File: src/rtl/mc_ctrl.sv
`default_nettype none
// ==== mc_ctrl : multi-cycle MIPS control FSM, decodes IR, sequences FETCH..WB, counts retired instrs ====
// ==== Rev 1.0 =================================================================================
module mc_ctrl #(
  parameter int CNT_W = 32
) (
  input  logic             clk,
  input  logic             reset,
  input  logic [5:0]       opcode,
  input  logic [5:0]       funct,
  input  logic             zero,
  output logic             pc_we,
  output logic [1:0]       npc_sel,
  output logic             ir_we,
  output logic             reg_we,
  output logic [1:0]       reg_dst,
  output logic [1:0]       wd_sel,
  output logic             alu_srcb,
  output logic [1:0]       ext_op,
  output logic [1:0]       alu_op,
  output logic             mem_we,
  output logic [3:0]       state,
  output logic [CNT_W-1:0] instr_cnt
);

  typedef enum logic [3:0] {
    S_FETCH = 4'd0, S_DECODE = 4'd1, S_EXEC_R = 4'd2, S_EXEC_I = 4'd3,
    S_WB_ALU = 4'd4, S_MEM_ADDR = 4'd5, S_MEM_RD = 4'd6, S_WB_MEM = 4'd7,
    S_MEM_WR = 4'd8, S_BRANCH = 4'd9, S_JUMP = 4'd10
  } state_t;

  typedef enum logic [3:0] {
    C_NOP, C_ADDU, C_SUBU, C_ORI, C_LUI, C_LW, C_SW, C_BEQ, C_J, C_JAL, C_JR
  } cls_t;

  typedef struct packed {
    logic       pc_we;
    logic [1:0] npc_sel;
    logic       ir_we;
    logic       reg_we;
    logic [1:0] reg_dst;
    logic [1:0] wd_sel;
    logic       alu_srcb;
    logic [1:0] ext_op;
    logic [1:0] alu_op;
    logic       mem_we;
  } ctrl_t;

  state_t           st;
  cls_t             cls;
  ctrl_t            ctl;
  logic [CNT_W-1:0] cnt;

  cls_t   ncls;
  state_t nxt;
  logic   st_valid;
  logic   br_taken;
  logic   gate;

  function automatic cls_t decode(input logic [5:0] op, input logic [5:0] fn);
    case (op)
      6'h00: case (fn)
               6'h21:   decode = C_ADDU;
               6'h23:   decode = C_SUBU;
               6'h08:   decode = C_JR;
               default: decode = C_NOP;
             endcase
      6'h0D:   decode = C_ORI;
      6'h0F:   decode = C_LUI;
      6'h23:   decode = C_LW;
      6'h2B:   decode = C_SW;
      6'h04:   decode = C_BEQ;
      6'h02:   decode = C_J;
      6'h03:   decode = C_JAL;
      default: decode = C_NOP;
    endcase
  endfunction

  function automatic state_t next_of(input state_t s, input cls_t c);
    case (s)
      S_FETCH:  next_of = S_DECODE;
      S_DECODE: case (c)
                  C_ADDU, C_SUBU:   next_of = S_EXEC_R;
                  C_ORI, C_LUI:     next_of = S_EXEC_I;
                  C_LW, C_SW:       next_of = S_MEM_ADDR;
                  C_BEQ:            next_of = S_BRANCH;
                  C_J, C_JAL, C_JR: next_of = S_JUMP;
                  default:          next_of = S_FETCH;
                endcase
      S_EXEC_R, S_EXEC_I: next_of = S_WB_ALU;
      S_MEM_ADDR: next_of = (c == C_LW) ? S_MEM_RD : S_MEM_WR;
      S_MEM_RD:   next_of = S_WB_MEM;
      default:    next_of = S_FETCH;
    endcase
  endfunction

  function automatic ctrl_t ctrl_of(input state_t s, input cls_t c);
    ctrl_t o;
    o = '0;
    case (s)
      S_FETCH: begin
        o.ir_we = 1'b1;
        o.pc_we = 1'b1;
      end
      S_EXEC_R, S_EXEC_I, S_WB_ALU: begin
        // WB_ALU keeps the EXEC selects so the ALU result stays stable during write-back
        if (c == C_ORI || c == C_LUI) begin
          o.alu_srcb = 1'b1;
          o.alu_op   = 2'b10;
          o.ext_op   = (c == C_LUI) ? 2'b10 : 2'b00;
        end else begin
          o.alu_op   = (c == C_SUBU) ? 2'b01 : 2'b00;
        end
        if (s == S_WB_ALU) begin
          o.reg_we  = 1'b1;
          o.reg_dst = (c == C_ADDU || c == C_SUBU) ? 2'b01 : 2'b00;
        end
      end
      S_MEM_ADDR, S_MEM_RD, S_MEM_WR: begin
        o.alu_srcb = 1'b1;
        o.ext_op   = 2'b01;
        o.mem_we   = (s == S_MEM_WR);
      end
      S_WB_MEM: begin
        o.reg_we = 1'b1;
        o.wd_sel = 2'b01;
      end
      S_BRANCH: o.alu_op = 2'b01;
      S_JUMP: begin
        o.pc_we   = 1'b1;
        o.npc_sel = (c == C_JR) ? 2'b11 : 2'b10;
        if (c == C_JAL) begin
          o.reg_we  = 1'b1;
          o.reg_dst = 2'b10;
          o.wd_sel  = 2'b10;
        end
      end
      default: o = '0;
    endcase
    return o;
  endfunction

  assign ncls     = (st == S_DECODE) ? decode(opcode, funct) : cls;
  assign nxt      = next_of(st, ncls);
  assign st_valid = (st <= S_JUMP);

  always_ff @(posedge clk) begin
    if (reset) begin
      st  <= S_FETCH;
      cls <= C_NOP;
      cnt <= '0;
      ctl <= ctrl_of(S_FETCH, C_NOP);
    end else begin
      st  <= nxt;
      cls <= ncls;
      ctl <= ctrl_of(nxt, ncls);
      if (nxt == S_FETCH && st != S_FETCH && st_valid)
        cnt <= cnt + {{(CNT_W-1){1'b0}}, 1'b1};
    end
  end

  // Branch resolution depends on the live ALU zero flag, so it bypasses the output register
  assign gate     = !reset && st_valid;
  assign br_taken = gate && (st == S_BRANCH) && zero;

  assign pc_we     = (gate && ctl.pc_we) || br_taken;
  assign npc_sel   = br_taken ? 2'b01 : (gate ? ctl.npc_sel : 2'b00);
  assign ir_we     = gate && ctl.ir_we;
  assign reg_we    = gate && ctl.reg_we;
  assign reg_dst   = gate ? ctl.reg_dst  : 2'b00;
  assign wd_sel    = gate ? ctl.wd_sel   : 2'b00;
  assign alu_srcb  = gate && ctl.alu_srcb;
  assign ext_op    = gate ? ctl.ext_op   : 2'b00;
  assign alu_op    = gate ? ctl.alu_op   : 2'b00;
  assign mem_we    = gate && ctl.mem_we;
  assign state     = st;
  assign instr_cnt = cnt;

endmodule
`default_nettype wire

File: config.mk
export PLATFORM = sky130hd
export DESIGN_NAME = mc_ctrl
export DESIGN_NICKNAME = d
export VERILOG_FILES = /design/src/rtl/mc_ctrl.sv
export SDC_FILE = /design/constraint.sdc
export NUM_CORES = 1
export LEC_CHECK = 0
export ABC_AREA = 1
export BUFFER_PORTS_ARGS = -buffer_cell sky130_fd_sc_hd__buf_2
export CAP_MARGIN = 20
export CORE_ASPECT_RATIO = 1.4
export CORE_MARGIN = 2
export CORE_UTILIZATION = 56
export DETAILED_ROUTE_END_ITERATION = 10
export HOLD_SLACK_MARGIN = 0.12
export PLACE_DENSITY_LB_ADDON = 0.3
export SYNTH_ARGS = -nofsm -noshare
export SYNTH_HDL_FRONTEND = slang
export SYNTH_SLANG_ARGS = --single-unit
File: constraint.sdc
create_clock -name clk -period 3.3 [get_ports clk]
set_clock_uncertainty 0.05 [all_clocks]
set_input_delay 0.66 -clock clk [delete_from_list [all_inputs] [get_ports clk]]
set_output_delay 0.66 -clock clk [all_outputs]
set_load 0.05 [all_outputs]
==> summary.txt <==
Floorplanning
  – Die ar.: 6906 um^2
  – CORE AREA: 6126 um^2
  – Io pins: 66
  – Row count: 34
  – Initial core utilization: 57.13%
  – DIE HEIGHT: 97.54 um
  – Die W: 70.81 um

Critical path
  – Kind of critical path: in -> reg
  – Critical path endpoint category: flop
  – Critical Path AT: 3.19 ns
  – Worst Path Max Fanout: 21
  – Type of origin of the critical path: input pin
  – CP Data Required Time: 3.50 ns

Routing
  – WL/cell: 13.98 um
  – Drt initial violations: 296
  – Vias per cell: 5.500
  – Antenna Nets Post-Route: 0
  – Final wirelength: 9.084 mm
  – DRC: 0
  – Via count: 3575
  – DR pass1 iterations: 5

Global route
  – Largest net degree at the start of global routing: 41
  – Total grt overflow: 0
  – Number of global-route vias before repair: 3285
  – Met3 usage: 4.253%
  – GR Util met1: 28.17%
  – First-pass GRT wire length: 14.73 mm
  – Initial antenna violation count: 0
  – Global routing's busiest layer: met2
  – M2 GR Usage: 48.02%
  – All-Layer GR Usage: 25.79%

Power and ir drop
  – Flop pwr share: 27.2%
  – Internal power: 1.402 mW
  – Net Sw Power: 1.456 mW
  – Comb power frac: 58.9%
  – P per Cell Area: 721.2 nW/um^2
  – Static leakage: 1.835 nW
  – Clock Power Share: 13.9%
  – Switching power as a share of total power: 50.94%
  – Worst VDD drop: 0.6958 mV

Clock network
  – Clock tree from TritonCTS: yes
  – Clock Tree Buf Depth: 2
  – CTS Buf Count: 5
  – Worst skew pair latency: 0.31 ns
  – Num Clock Sinks: 55
  – CTS HTree Levels: 2
  – Postcts setup bufs: 0
  – CTS root buffer: clkbuf_8
  – Worst-path clk slew: 0.10 ns

Final layout
  – Non-Filler Instances: 650
  – Fin util: 64.69%
  – Final net count: 598
  – Multi-input logic area: 2018 um^2
  – Share of cells above drive strength 1: 18.86%
  – Diode count: 0
  – Storage cell area: 1101 um^2
  – FILL cells: 584
  – Area delta synth->final: 13.23%
  – Fin area: 3963 um^2

Yosys
  – Post-synth cell types: 30
  – Synthesized area per cell: 6.782 um^2
  – Synth Warn #: 0
  – Mapped Area: 3500 um^2
  – Post-Synthesis Cells: 516
  – Yosys reg bits: 55
  – Seq/Total Area, Yosys: 31.46%
  – Number of flops mapped to enable cells by yosys: 0
  – Async SR Flop Fraction: 0%
  – Syn nets: 537
  – Ys flop type: dfxtp_1

Placed design
  – Placer congestion estimate: 1.024
  – Input/output buffers: 65
  – Placed cells: 641
  – Post-DP HPWL: 6.731 mm
  – DP Area: 3846 um^2

STA
  – Period utilization: 90.76%
  – Slew margin rel.: 63.68%
  – Fmax: 0.3339 GHz
  – Setup_tns: 0 ns
  – Final setup viols: 0
  – Fin. Hold Viols: 0
  – Final min period: 2.995 ns
  – Slew Viols, Final: 0
  – Worst Tran Pin Value: 0.5398 ns
  – RSZ-0062 raised after global routing: false

Run
  – MaxCap Viol Count: 0

Run status
  – Outcome: completed

Hold path
  – Hold Path Class: reg -> reg
## area by class of cell
type                    instances  area share, %
clock buffers                   6          2.084
clock inverters                 2         0.4105
inverters                      69          6.536
multi-input cells             375          50.93
flip-flops and latches         55          27.79
well taps                      72          2.273
repair buffers                 71          9.978
## worst max-delay path, stage by stage
cell and delay [ns]:
buf_2 0.12, nor2_1 0.15, nand2_1 0.09, nor2_2 0.09, nand4_1 0.10, o2111ai_1 0.21
nand2_1 0.07, nand2_1 0.11, inv_1 0.11, ha_1 0.28, inv_1 0.03, nand3_1 0.06
nor2_1 0.05, nor2_1 0.10, nand3_2 0.17, nor2_8 0.21, buf_12 0.18, nand2_1 0.07
nand2_1 0.09, nand3_1 0.11, nand3_1 0.11
## stage by stage
| stage | setup slack (ns) | total power, mW | hold slack (ns) |
|---|---|---|---|
| 2_1_floorplan | 0.2736 | 2.173 | 0.5472 |
| 3_3_place_gp | 0.05313 | 2.352 | 0.4249 |
| 3_5_place_dp | -0.06807 | 2.384 | 0.4428 |
| 4_1_cts | 0.2570 | 2.780 | 0.4573 |
| 5_1_grt | 0.01139 | 3.042 | 0.4903 |
| 6_report | 0.3049 | 2.858 | 0.4487 |
## power by group through the flow
stage / clock, mW / sequential (mW) / combinational, mW
after floorplan: 0 / 0.870 / 1.30
after global placement: 0 / 0.792 / 1.56
after detailed placement: 0 / 0.793 / 1.59
after CTS: 0.408 / 0.778 / 1.59
after global routing: 0.436 / 0.787 / 1.82
final: 0.397 / 0.777 / 1.68
## path summary, 6_finish.rpt
| kind | start | to | slack, ns | depth (start not counted) |
|---|---|---|---|---|
| setup / recovery | opcode[0] | ctl[5] | 0.30 | 21 |
| hold / removal | instr_cnt[31] | instr_cnt[31] | 0.45 | 2 |
| setup reg to reg | state[1] | ctl[5] | 0.49 | 18 |
| hold reg to reg | instr_cnt[31] | instr_cnt[31] | 0.45 | 2 |
## synth_stat cells, types with 5 or more instances
cell type | instances | share of area [%]
nand2_2 | 6 | 1.1
ha_1 | 6 | 2.1
buf_6 | 9 | 2.9
o21ai_0 | 5 | 0.71
xnor2_1 | 8 | 2.0
clkbuf_1 | 6 | 0.64
nand2_1 | 117 | 13
dfxtp_1 | 55 | 31
nor2_1 | 67 | 7.2
xor2_1 | 22 | 5.5
nor3_1 | 14 | 2.0
nor4_1 | 11 | 2.0
nand3_1 | 20 | 2.9
nand4_1 | 41 | 7.3
a21oi_1 | 32 | 4.6
inv_1 | 66 | 7.1
nor2_2 | 7 | 1.3
## state kept, by name, indices dropped and copies added (netlist names)
name,count
cls,4
ctl,15
instr_cnt,32
state,4
## metal layers
layer,part of all wire (%),wire length [um]
met5,0,0
met4,3.3,301
met3,4.2,377
met2,54,4913
met1,38,3491
## timing repair
action | in CTS | in global routing
hold buffers | 0 | 0
gates resized for setup | 0 | 1
setup endpoints to repair | 0 | 31
## kinds of logic after synthesis
family | share of synthesized area (%)
AOI/OAI and AO/OA | 6.149
xor gates and xnor gates | 7.508
DFF | 31.46
adders and majority gates | 2.145
and+or+nand+nor | 41.37
buffers and inverters | 11.37
## cells in the final DEF (no fill, tap or decap), types with 2 or more instances in the layout
cell type  synthesis  layout
clkbuf_8           0       6
buf_12             0       2
a21oi_1           32      32
nor2_1            67      67
nand2_1          117     117
nand2_2            6       6
xnor2_1            8       8
o21ai_0            5       5
nor2_4             2       2
xor2_1            22      22
nand3_1           20      20
dfxtp_1           55      55
buf_4              0       4
nand4_1           41      41
o2111ai_1          2       2
nand3_2            3       3
nand3_4            2       3
nor4_1            11      11
inv_1             66      66
nor2_2             7       7
buf_2              3      65
nor2_8             3       3
inv_2              3       3
ha_1               6       6
nor3_1            14      14
Power figures use the tool's default switching activity.
